`src/rtl/mips_core.svh`:
```
// Core-wide bus widths shared by the cache refill paths and the memory port.
`ifndef MIPS_CORE_SVH
`define MIPS_CORE_SVH
`define ADDR_WIDTH 32
`define DATA_WIDTH 32
`endif

```
`src/rtl/mem_arb_pkg.sv`:
```
// Shared definitions for the memory-port arbiters (read now, write later).
package mem_arb_pkg;

    typedef enum logic [1:0] {
        ARB_IDLE = 2'd0,
        ARB_ADDR = 2'd1,
        ARB_DATA = 2'd2
    } arb_state_e;

    localparam logic PORT_I = 1'b0;
    localparam logic PORT_D = 1'b1;

endpackage

```
`src/rtl/axi_read_if.sv`:
```
// AXI read address and read data channel bundles used between caches and memory.
`include "mips_core.svh"

interface axi_read_address;
    logic                   arvalid;
    logic                   arready;
    logic [`ADDR_WIDTH-1:0] araddr;
    logic [7:0]             arlen;
    logic [3:0]             arid;

    modport master (output arvalid, output araddr, output arlen, output arid, input arready);
    modport slave  (input arvalid, input araddr, input arlen, output arready);
endinterface

interface axi_read_data;
    logic                   rvalid;
    logic                   rready;
    logic [`DATA_WIDTH-1:0] rdata;

    modport master (input rvalid, input rdata, output rready);
    modport slave  (output rvalid, output rdata, input rready);
endinterface

```
`src/rtl/mem_rr_grant.sv`:
```
// Two-input round-robin picker: one-hot grant, favouring the port not granted last.
module mem_rr_grant
    import mem_arb_pkg::*;
(
    input  logic [1:0] req,
    input  logic       last_grant,
    output logic [1:0] grant
);

    // Pick the sole requester, or on a tie the port that did not win last time.
    always_comb begin
        grant = 2'b00;
        case (req)
            2'b01:   grant = 2'b01;
            2'b10:   grant = 2'b10;
            2'b11: begin
                if (last_grant == PORT_I) begin
                    grant = 2'b10;
                end else begin
                    grant = 2'b01;
                end
            end
            default: grant = 2'b00;
        endcase
    end

endmodule

```
`src/rtl/mem_read_arbiter.sv`:
```
// Round-robin arbiter sharing one AXI memory read port between the I- and D-cache
// refill masters; one burst outstanding, data beats routed back combinationally.
`include "mips_core.svh"

module mem_read_arbiter
    import mem_arb_pkg::*;
#(
    parameter int         MAX_BEATS = 16,
    parameter logic [3:0] I_ARID    = 4'd0,
    parameter logic [3:0] D_ARID    = 4'd1
) (
    input  logic            clk,
    input  logic            rst_n,
    axi_read_address.slave  i_addr,
    axi_read_data.slave     i_data,
    axi_read_address.slave  d_addr,
    axi_read_data.slave     d_data,
    axi_read_address.master mem_addr,
    axi_read_data.master    mem_data
);

    localparam int             BW        = $clog2(MAX_BEATS) + 1;
    localparam logic [7:0]     MAX_LEN   = 8'(MAX_BEATS);
    localparam logic [BW-1:0]  ONE_BEAT  = BW'(1'b1);
    localparam logic [BW-1:0]  FULL_BEAT = BW'(MAX_BEATS);

    arb_state_e      state_r, state_nxt_s;
    logic            owner_r, owner_nxt_s;
    logic            last_grant_r, last_grant_nxt_s;
    logic [7:0]      len_r, len_nxt_s;
    logic [BW-1:0]   beats_left_r, beats_left_nxt_s;
    logic [BW-1:0]   load_beats_s;
    logic [1:0]      req_s, grant_s;
    logic            beat_s;

    logic                   mem_arvalid_s;
    logic [`ADDR_WIDTH-1:0] mem_araddr_s;
    logic [7:0]             mem_arlen_s;
    logic [3:0]             mem_arid_s;
    logic                   mem_rready_s;
    logic                   i_arready_s, d_arready_s;
    logic                   i_rvalid_s, d_rvalid_s;
    logic [`DATA_WIDTH-1:0] i_rdata_s, d_rdata_s;

    assign req_s = {d_addr.arvalid, i_addr.arvalid};

    mem_rr_grant u_rr_grant (
        .req        (req_s),
        .last_grant (last_grant_r),
        .grant      (grant_s)
    );

    // Burst length to count: zero means one beat, oversize clamps to the largest legal burst.
    always_comb begin
        load_beats_s = ONE_BEAT;
        if (len_r == 8'd0) begin
            load_beats_s = ONE_BEAT;
        end else if (len_r > MAX_LEN) begin
            load_beats_s = FULL_BEAT;
        end else begin
            load_beats_s = len_r[BW-1:0];
        end
    end

    assign beat_s = (state_r == ARB_DATA) & mem_data.rvalid & mem_rready_s;

    // Next-state logic for the grant FSM, owner/length latches and beat counter.
    always_comb begin
        state_nxt_s      = state_r;
        owner_nxt_s      = owner_r;
        last_grant_nxt_s = last_grant_r;
        len_nxt_s        = len_r;
        beats_left_nxt_s = beats_left_r;
        case (state_r)
            ARB_IDLE: begin
                if (grant_s != 2'b00) begin
                    owner_nxt_s = grant_s[1] ? PORT_D : PORT_I;
                    len_nxt_s   = grant_s[1] ? d_addr.arlen : i_addr.arlen;
                    state_nxt_s = ARB_ADDR;
                end else begin
                    state_nxt_s = ARB_IDLE;
                end
            end
            ARB_ADDR: begin
                if (mem_addr.arready) begin
                    state_nxt_s      = ARB_DATA;
                    beats_left_nxt_s = load_beats_s;
                    last_grant_nxt_s = owner_r;
                end else begin
                    state_nxt_s = ARB_ADDR;
                end
            end
            ARB_DATA: begin
                if (beat_s) begin
                    beats_left_nxt_s = beats_left_r - ONE_BEAT;
                    // A counter that somehow reached zero also ends the burst rather than wrapping.
                    if (beats_left_r <= ONE_BEAT) begin
                        state_nxt_s = ARB_IDLE;
                    end else begin
                        state_nxt_s = ARB_DATA;
                    end
                end else begin
                    state_nxt_s = ARB_DATA;
                end
            end
            default: begin
                state_nxt_s = ARB_IDLE;
            end
        endcase
    end

    // Channel steering: address phase forwards the owner's request, data phase routes beats to the owner.
    always_comb begin
        mem_arvalid_s = 1'b0;
        mem_araddr_s  = '0;
        mem_arlen_s   = 8'd0;
        mem_arid_s    = 4'd0;
        mem_rready_s  = 1'b0;
        i_arready_s   = 1'b0;
        d_arready_s   = 1'b0;
        i_rvalid_s    = 1'b0;
        d_rvalid_s    = 1'b0;
        i_rdata_s     = '0;
        d_rdata_s     = '0;
        case (state_r)
            ARB_ADDR: begin
                mem_arvalid_s = 1'b1;
                if (owner_r == PORT_D) begin
                    mem_araddr_s = d_addr.araddr;
                    mem_arlen_s  = d_addr.arlen;
                    mem_arid_s   = D_ARID;
                    d_arready_s  = mem_addr.arready;
                end else begin
                    mem_araddr_s = i_addr.araddr;
                    mem_arlen_s  = i_addr.arlen;
                    mem_arid_s   = I_ARID;
                    i_arready_s  = mem_addr.arready;
                end
            end
            ARB_DATA: begin
                if (owner_r == PORT_D) begin
                    d_rvalid_s   = mem_data.rvalid;
                    d_rdata_s    = mem_data.rdata;
                    mem_rready_s = d_data.rready;
                end else begin
                    i_rvalid_s   = mem_data.rvalid;
                    i_rdata_s    = mem_data.rdata;
                    mem_rready_s = i_data.rready;
                end
            end
            default: begin
                mem_arvalid_s = 1'b0;
            end
        endcase
    end

    // State, latches and counter; synchronous reset drops any burst in flight.
    always_ff @(posedge clk) begin
        if (!rst_n) begin
            state_r      <= ARB_IDLE;
            owner_r      <= PORT_I;
            last_grant_r <= PORT_D;
            len_r        <= 8'd0;
            beats_left_r <= '0;
        end else begin
            state_r      <= state_nxt_s;
            owner_r      <= owner_nxt_s;
            last_grant_r <= last_grant_nxt_s;
            len_r        <= len_nxt_s;
            beats_left_r <= beats_left_nxt_s;
        end
    end

    assign mem_addr.arvalid = mem_arvalid_s;
    assign mem_addr.araddr  = mem_araddr_s;
    assign mem_addr.arlen   = mem_arlen_s;
    assign mem_addr.arid    = mem_arid_s;
    assign mem_data.rready  = mem_rready_s;
    assign i_addr.arready   = i_arready_s;
    assign d_addr.arready   = d_arready_s;
    assign i_data.rvalid    = i_rvalid_s;
    assign i_data.rdata     = i_rdata_s;
    assign d_data.rvalid    = d_rvalid_s;
    assign d_data.rdata     = d_rdata_s;

endmodule
```
`src/flat_wrapper.sv`:
```
// flat-port wrapper written by rule: the top's interface ports become plain ports
module mem_read_arbiter_flat import mem_arb_pkg::*;
#(
    parameter int         MAX_BEATS = 16,
    parameter logic [3:0] I_ARID    = 4'd0,
    parameter logic [3:0] D_ARID    = 4'd1
)
  (clk, rst_n, i_addr_arvalid, i_addr_araddr, i_addr_arlen, i_addr_arready, i_data_rvalid, i_data_rdata, i_data_rready, d_addr_arvalid, d_addr_araddr, d_addr_arlen, d_addr_arready, d_data_rvalid, d_data_rdata, d_data_rready, mem_addr_arvalid, mem_addr_araddr, mem_addr_arlen, mem_addr_arid, mem_addr_arready, mem_data_rvalid, mem_data_rdata, mem_data_rready);
  axi_read_address i_addr_i ();
  axi_read_data i_data_i ();
  axi_read_address d_addr_i ();
  axi_read_data d_data_i ();
  axi_read_address mem_addr_i ();
  axi_read_data mem_data_i ();
  input  logic clk;
  input  logic rst_n;
  input wire logic [$bits(i_addr_i.arvalid)-1:0] i_addr_arvalid;
  input wire logic [$bits(i_addr_i.araddr)-1:0] i_addr_araddr;
  input wire logic [$bits(i_addr_i.arlen)-1:0] i_addr_arlen;
  output wire logic [$bits(i_addr_i.arready)-1:0] i_addr_arready;
  output wire logic [$bits(i_data_i.rvalid)-1:0] i_data_rvalid;
  output wire logic [$bits(i_data_i.rdata)-1:0] i_data_rdata;
  input wire logic [$bits(i_data_i.rready)-1:0] i_data_rready;
  input wire logic [$bits(d_addr_i.arvalid)-1:0] d_addr_arvalid;
  input wire logic [$bits(d_addr_i.araddr)-1:0] d_addr_araddr;
  input wire logic [$bits(d_addr_i.arlen)-1:0] d_addr_arlen;
  output wire logic [$bits(d_addr_i.arready)-1:0] d_addr_arready;
  output wire logic [$bits(d_data_i.rvalid)-1:0] d_data_rvalid;
  output wire logic [$bits(d_data_i.rdata)-1:0] d_data_rdata;
  input wire logic [$bits(d_data_i.rready)-1:0] d_data_rready;
  output wire logic [$bits(mem_addr_i.arvalid)-1:0] mem_addr_arvalid;
  output wire logic [$bits(mem_addr_i.araddr)-1:0] mem_addr_araddr;
  output wire logic [$bits(mem_addr_i.arlen)-1:0] mem_addr_arlen;
  output wire logic [$bits(mem_addr_i.arid)-1:0] mem_addr_arid;
  input wire logic [$bits(mem_addr_i.arready)-1:0] mem_addr_arready;
  input wire logic [$bits(mem_data_i.rvalid)-1:0] mem_data_rvalid;
  input wire logic [$bits(mem_data_i.rdata)-1:0] mem_data_rdata;
  output wire logic [$bits(mem_data_i.rready)-1:0] mem_data_rready;
  assign i_addr_i.arvalid = i_addr_arvalid;
  assign i_addr_i.araddr = i_addr_araddr;
  assign i_addr_i.arlen = i_addr_arlen;
  assign i_addr_arready = i_addr_i.arready;
  assign i_data_rvalid = i_data_i.rvalid;
  assign i_data_rdata = i_data_i.rdata;
  assign i_data_i.rready = i_data_rready;
  assign d_addr_i.arvalid = d_addr_arvalid;
  assign d_addr_i.araddr = d_addr_araddr;
  assign d_addr_i.arlen = d_addr_arlen;
  assign d_addr_arready = d_addr_i.arready;
  assign d_data_rvalid = d_data_i.rvalid;
  assign d_data_rdata = d_data_i.rdata;
  assign d_data_i.rready = d_data_rready;
  assign mem_addr_arvalid = mem_addr_i.arvalid;
  assign mem_addr_araddr = mem_addr_i.araddr;
  assign mem_addr_arlen = mem_addr_i.arlen;
  assign mem_addr_arid = mem_addr_i.arid;
  assign mem_addr_i.arready = mem_addr_arready;
  assign mem_data_i.rvalid = mem_data_rvalid;
  assign mem_data_i.rdata = mem_data_rdata;
  assign mem_data_rready = mem_data_i.rready;
  mem_read_arbiter #(.MAX_BEATS(MAX_BEATS), .I_ARID(I_ARID), .D_ARID(D_ARID)) u_core (.clk(clk), .rst_n(rst_n), .i_addr(i_addr_i), .i_data(i_data_i), .d_addr(d_addr_i), .d_data(d_data_i), .mem_addr(mem_addr_i), .mem_data(mem_data_i));
endmodule
```
`config.mk`:
```
export PLATFORM = sky130hd
export DESIGN_NAME = mem_read_arbiter_flat
export DESIGN_NICKNAME = d
export VERILOG_FILES = /design/src/rtl/mem_arb_pkg.sv /design/src/rtl/axi_read_if.sv /design/src/rtl/mem_rr_grant.sv /design/src/rtl/mem_read_arbiter.sv /design/src/flat_wrapper.sv
export VERILOG_INCLUDE_DIRS = /design/src /design/src/rtl
export SDC_FILE = /design/constraint.sdc
export NUM_CORES = 1
export LEC_CHECK = 0
export BUFFER_PORTS_ARGS = -buffer_cell sky130_fd_sc_hd__buf_4
export CAP_MARGIN = 30
export CORE_AREA = 3 3 88 90
export DETAILED_ROUTE_END_ITERATION = 10
export DIE_AREA = 0 0 91 93
export GPL_TIMING_DRIVEN = 0
export PLACE_DENSITY = 0.7
export SYNTH_ARGS = -nofsm -noshare
export SYNTH_HDL_FRONTEND = slang
export SYNTH_SLANG_ARGS = --single-unit
```
`constraint.sdc`:
```
create_clock -name clk -period 1.75 [get_ports clk]
set_clock_uncertainty 0.15 [all_clocks]
set_input_delay 0.2625 -clock clk [delete_from_list [all_inputs] [get_ports clk]]
set_output_delay 0.2625 -clock clk [all_outputs]
set_load 0.05 [all_outputs]
```
==> reports/qor.yml <==
outcome: "complete, but fails checks"
violations: "negative setup slack"
worst_slack_ns: -0.1167
clkTransAtPathRegs_ns: 0.07
dp_slack_ns: -0.3266
yosys_warnings: 0
slew_violations: 0
avgSynthCellArea_um2: 7.112
combPwrFrac: 0.712
rows: 31
async_flop_share: 0
insertion_delay_ns: 0.26
htreeDepth: 1
coreArea_mm2: 0.007137
placedCellCount: 613
antenna_found_initial: 0
dieWidth_um: 91
whs_ns: 0.1424
cts_made_buffers: 3
synth-main-ff-cell: "dfxtp_1"
finalNetCount: 659
area.growth.synth_to_final_pct: 180.5
worst_setup_path_end_kind: "output pin"
clock_sinks: 17
peakVddDrop_v: 0.0002743
hold_path_class: "primary input to flip-flop"
period_needed_ns: 1.867
diodes: 0
crit_type: "flip-flop to output pin"
p_total_uw: 2647
fin_cells: 635
wl_per_cell_um: 18.96
die_area_mm2: 0.008463
switching_share: 0.4493
grt_max_degree: 11
portBuffers: 230
cts_tree: "yes"
p_sw_uw: 1190
p_int_uw: 1458
p_clk_frac: 0.112
powerDensity_mw_per_mm2: 470.6
grt_pass1_vias: 3184
first_pass_iters: 4
worstPathRequired_ns: 1.34
vias_per_cell: 5.043
grt.overflow.total: 0
cap_violations: 0
layout_commonest_cell: "buf_4"
final_layout_size_suffix_gt1_frac: 0.7425
routed_wl_um: 12040
ys_types: 35
grt_pass1_wl_um: 16500
p_leak_uw: 0.002577
final.setup.tns_ns: -6.320
routed-via-count: 3202
die_h_um: 93
setup_violations: 107
synth_edf_count: 0
worstPathArrival_ns: 1.45
start_kind: "flip-flop"
synth_seq_area_share: 0.1697
finalHoldViolations: 0
cts_buffer_depth: 2
grt_usage: 0.2384
start_util: 0.2810
ant_nets: 0
drcViolationCount: 0
fmax_ghz: 0.5357
ios: 234
synth_cells: 282
most-common-layout-cells: "buf_4, buf_6, buf_8"
worstPathMaxFanout: 10
synth_area_mm2: 0.002006
drt_iter0_markers: 112
ys_seq_elements: 17
fin_crit_sh: 1.067
dp_hpwl_um: 8023
cts_root_buffer: "clkbuf_8"
rsz0062_at_grt: "yes"
gp_congestion: 0.7783
seqPwrFrac: 0.176
synth_stat cells (2+ instances only):
cell type,number,area (um^2)
a32o_1,2,20.02
nand2_1,4,15.01
nand2b_1,3,18.77
mux2i_1,48,480.5
clkbuf_1,19,71.32
buf_4,3,22.52
a211oi_1,8,60.06
o21ai_0,2,10.01
a31oi_1,2,12.51
o21a_1,2,15.01
and3_1,68,425.4
o21ai_1,5,25.02
a21oi_1,4,20.02
buf_2,10,50.05
nor3_1,3,15.01
dfxtp_1,17,340.3
ha_1,2,25.02
nor2_1,59,221.5
inv_1,5,18.77
registers in the layout, summed over array words and instances (netlist names):
signal,count
u_core.len_r,8
u_core.beats_left_r,5
u_core.state_r,2
u_core.last_grant_r,1
u_core.owner_r,1
power groups by stage:
stage / sequential [uW] / clock [uW] / combinational [uW]
6_report: 466 / 297 / 1890
5_1_grt: 473 / 323 / 1970
4_1_cts: 463 / 305 / 1760
3_5_place_dp: 468 / 0 / 1390
3_3_place_gp: 466 / 0 / 1380
2_1_floorplan: 460 / 0 / 902
cells by family (layout without fill, tap and decap cells):
group,Yosys count,after routing,synth area share
compound gates,32,32,0.1142
xor+xnor,1,1,0.004368
fa+ha+maj,2,2,0.01247
buf+inv,40,292,0.09108
flops,17,17,0.1697
mux,49,49,0.2470
other cells,1,3,0.001870
simple gates,140,140,0.3593
critical path, cell delays in order (launching register included):
cell and delay, ns:
dfxtp_2 0.35, nor2b_4 0.16, buf_6 0.14, clkbuf_8 0.16, and3_1 0.21, buf_6 0.17
final cells by class:
type	count	area [um^2]
plain buffers	33	421.7
repair buffers	249	2537
fillers	486	1511
well taps	99	123.9
multi-input cells	227	2121
clock inverters	1	5.005
clock buffers	3	41.29
flip-flops and latches	17	346.6
inverters	6	28.78
per-stage QoR:
| step | instance area (um^2) | utilization |
|---|---|---|
| after floorplan | 2163 | - |
| after global placement | 4014 | 0.5624 |
| after detailed placement | 4014 | 0.5624 |
| after CTS | 5309 | 0.7439 |
| after global routing | 5625 | 0.7882 |
| final | 5625 | 0.7882 |
path summary, 6_finish.rpt:
path                                    start  slack [ns]  cells past startpoint                                  end
min reg2reg  u_core.last_grant_r$_SDFFE_PN1P_        0.32                      1     u_core.last_grant_r$_SDFFE_PN1P_
max              u_core.state_r[1]$_SDFF_PN0_       -0.12                      5                      i_data_rdata[4]
min                                     rst_n        0.14                      3  u_core.beats_left_r[2]$_SDFFE_PN0P_
max reg2reg       u_core.owner_r$_SDFFE_PN0P_        0.09                      6  u_core.beats_left_r[4]$_SDFFE_PN0P_
routing by layer:
metal / global-route usage / wire length (um) / vias up
li1: - / - / 1500
met5: 0 / 0 / -
met1: 0.2433 / 3930 / 1505
met4: 0.05905 / 390 / 0
met3: 0.04988 / 903 / 30
met2: 0.4862 / 6816 / 167
repair_timing:
action                                 CTS  global route
setup buffers                           12             2
resized for setup                      264            80
endpoints found under the hold margin    0             0
setup endpoints to repair              110           115
cloned                                   6             1
hold buffers                             0             0
pin swaps                                5            15
No activity file was read; power rests on OpenSTA's default activity.
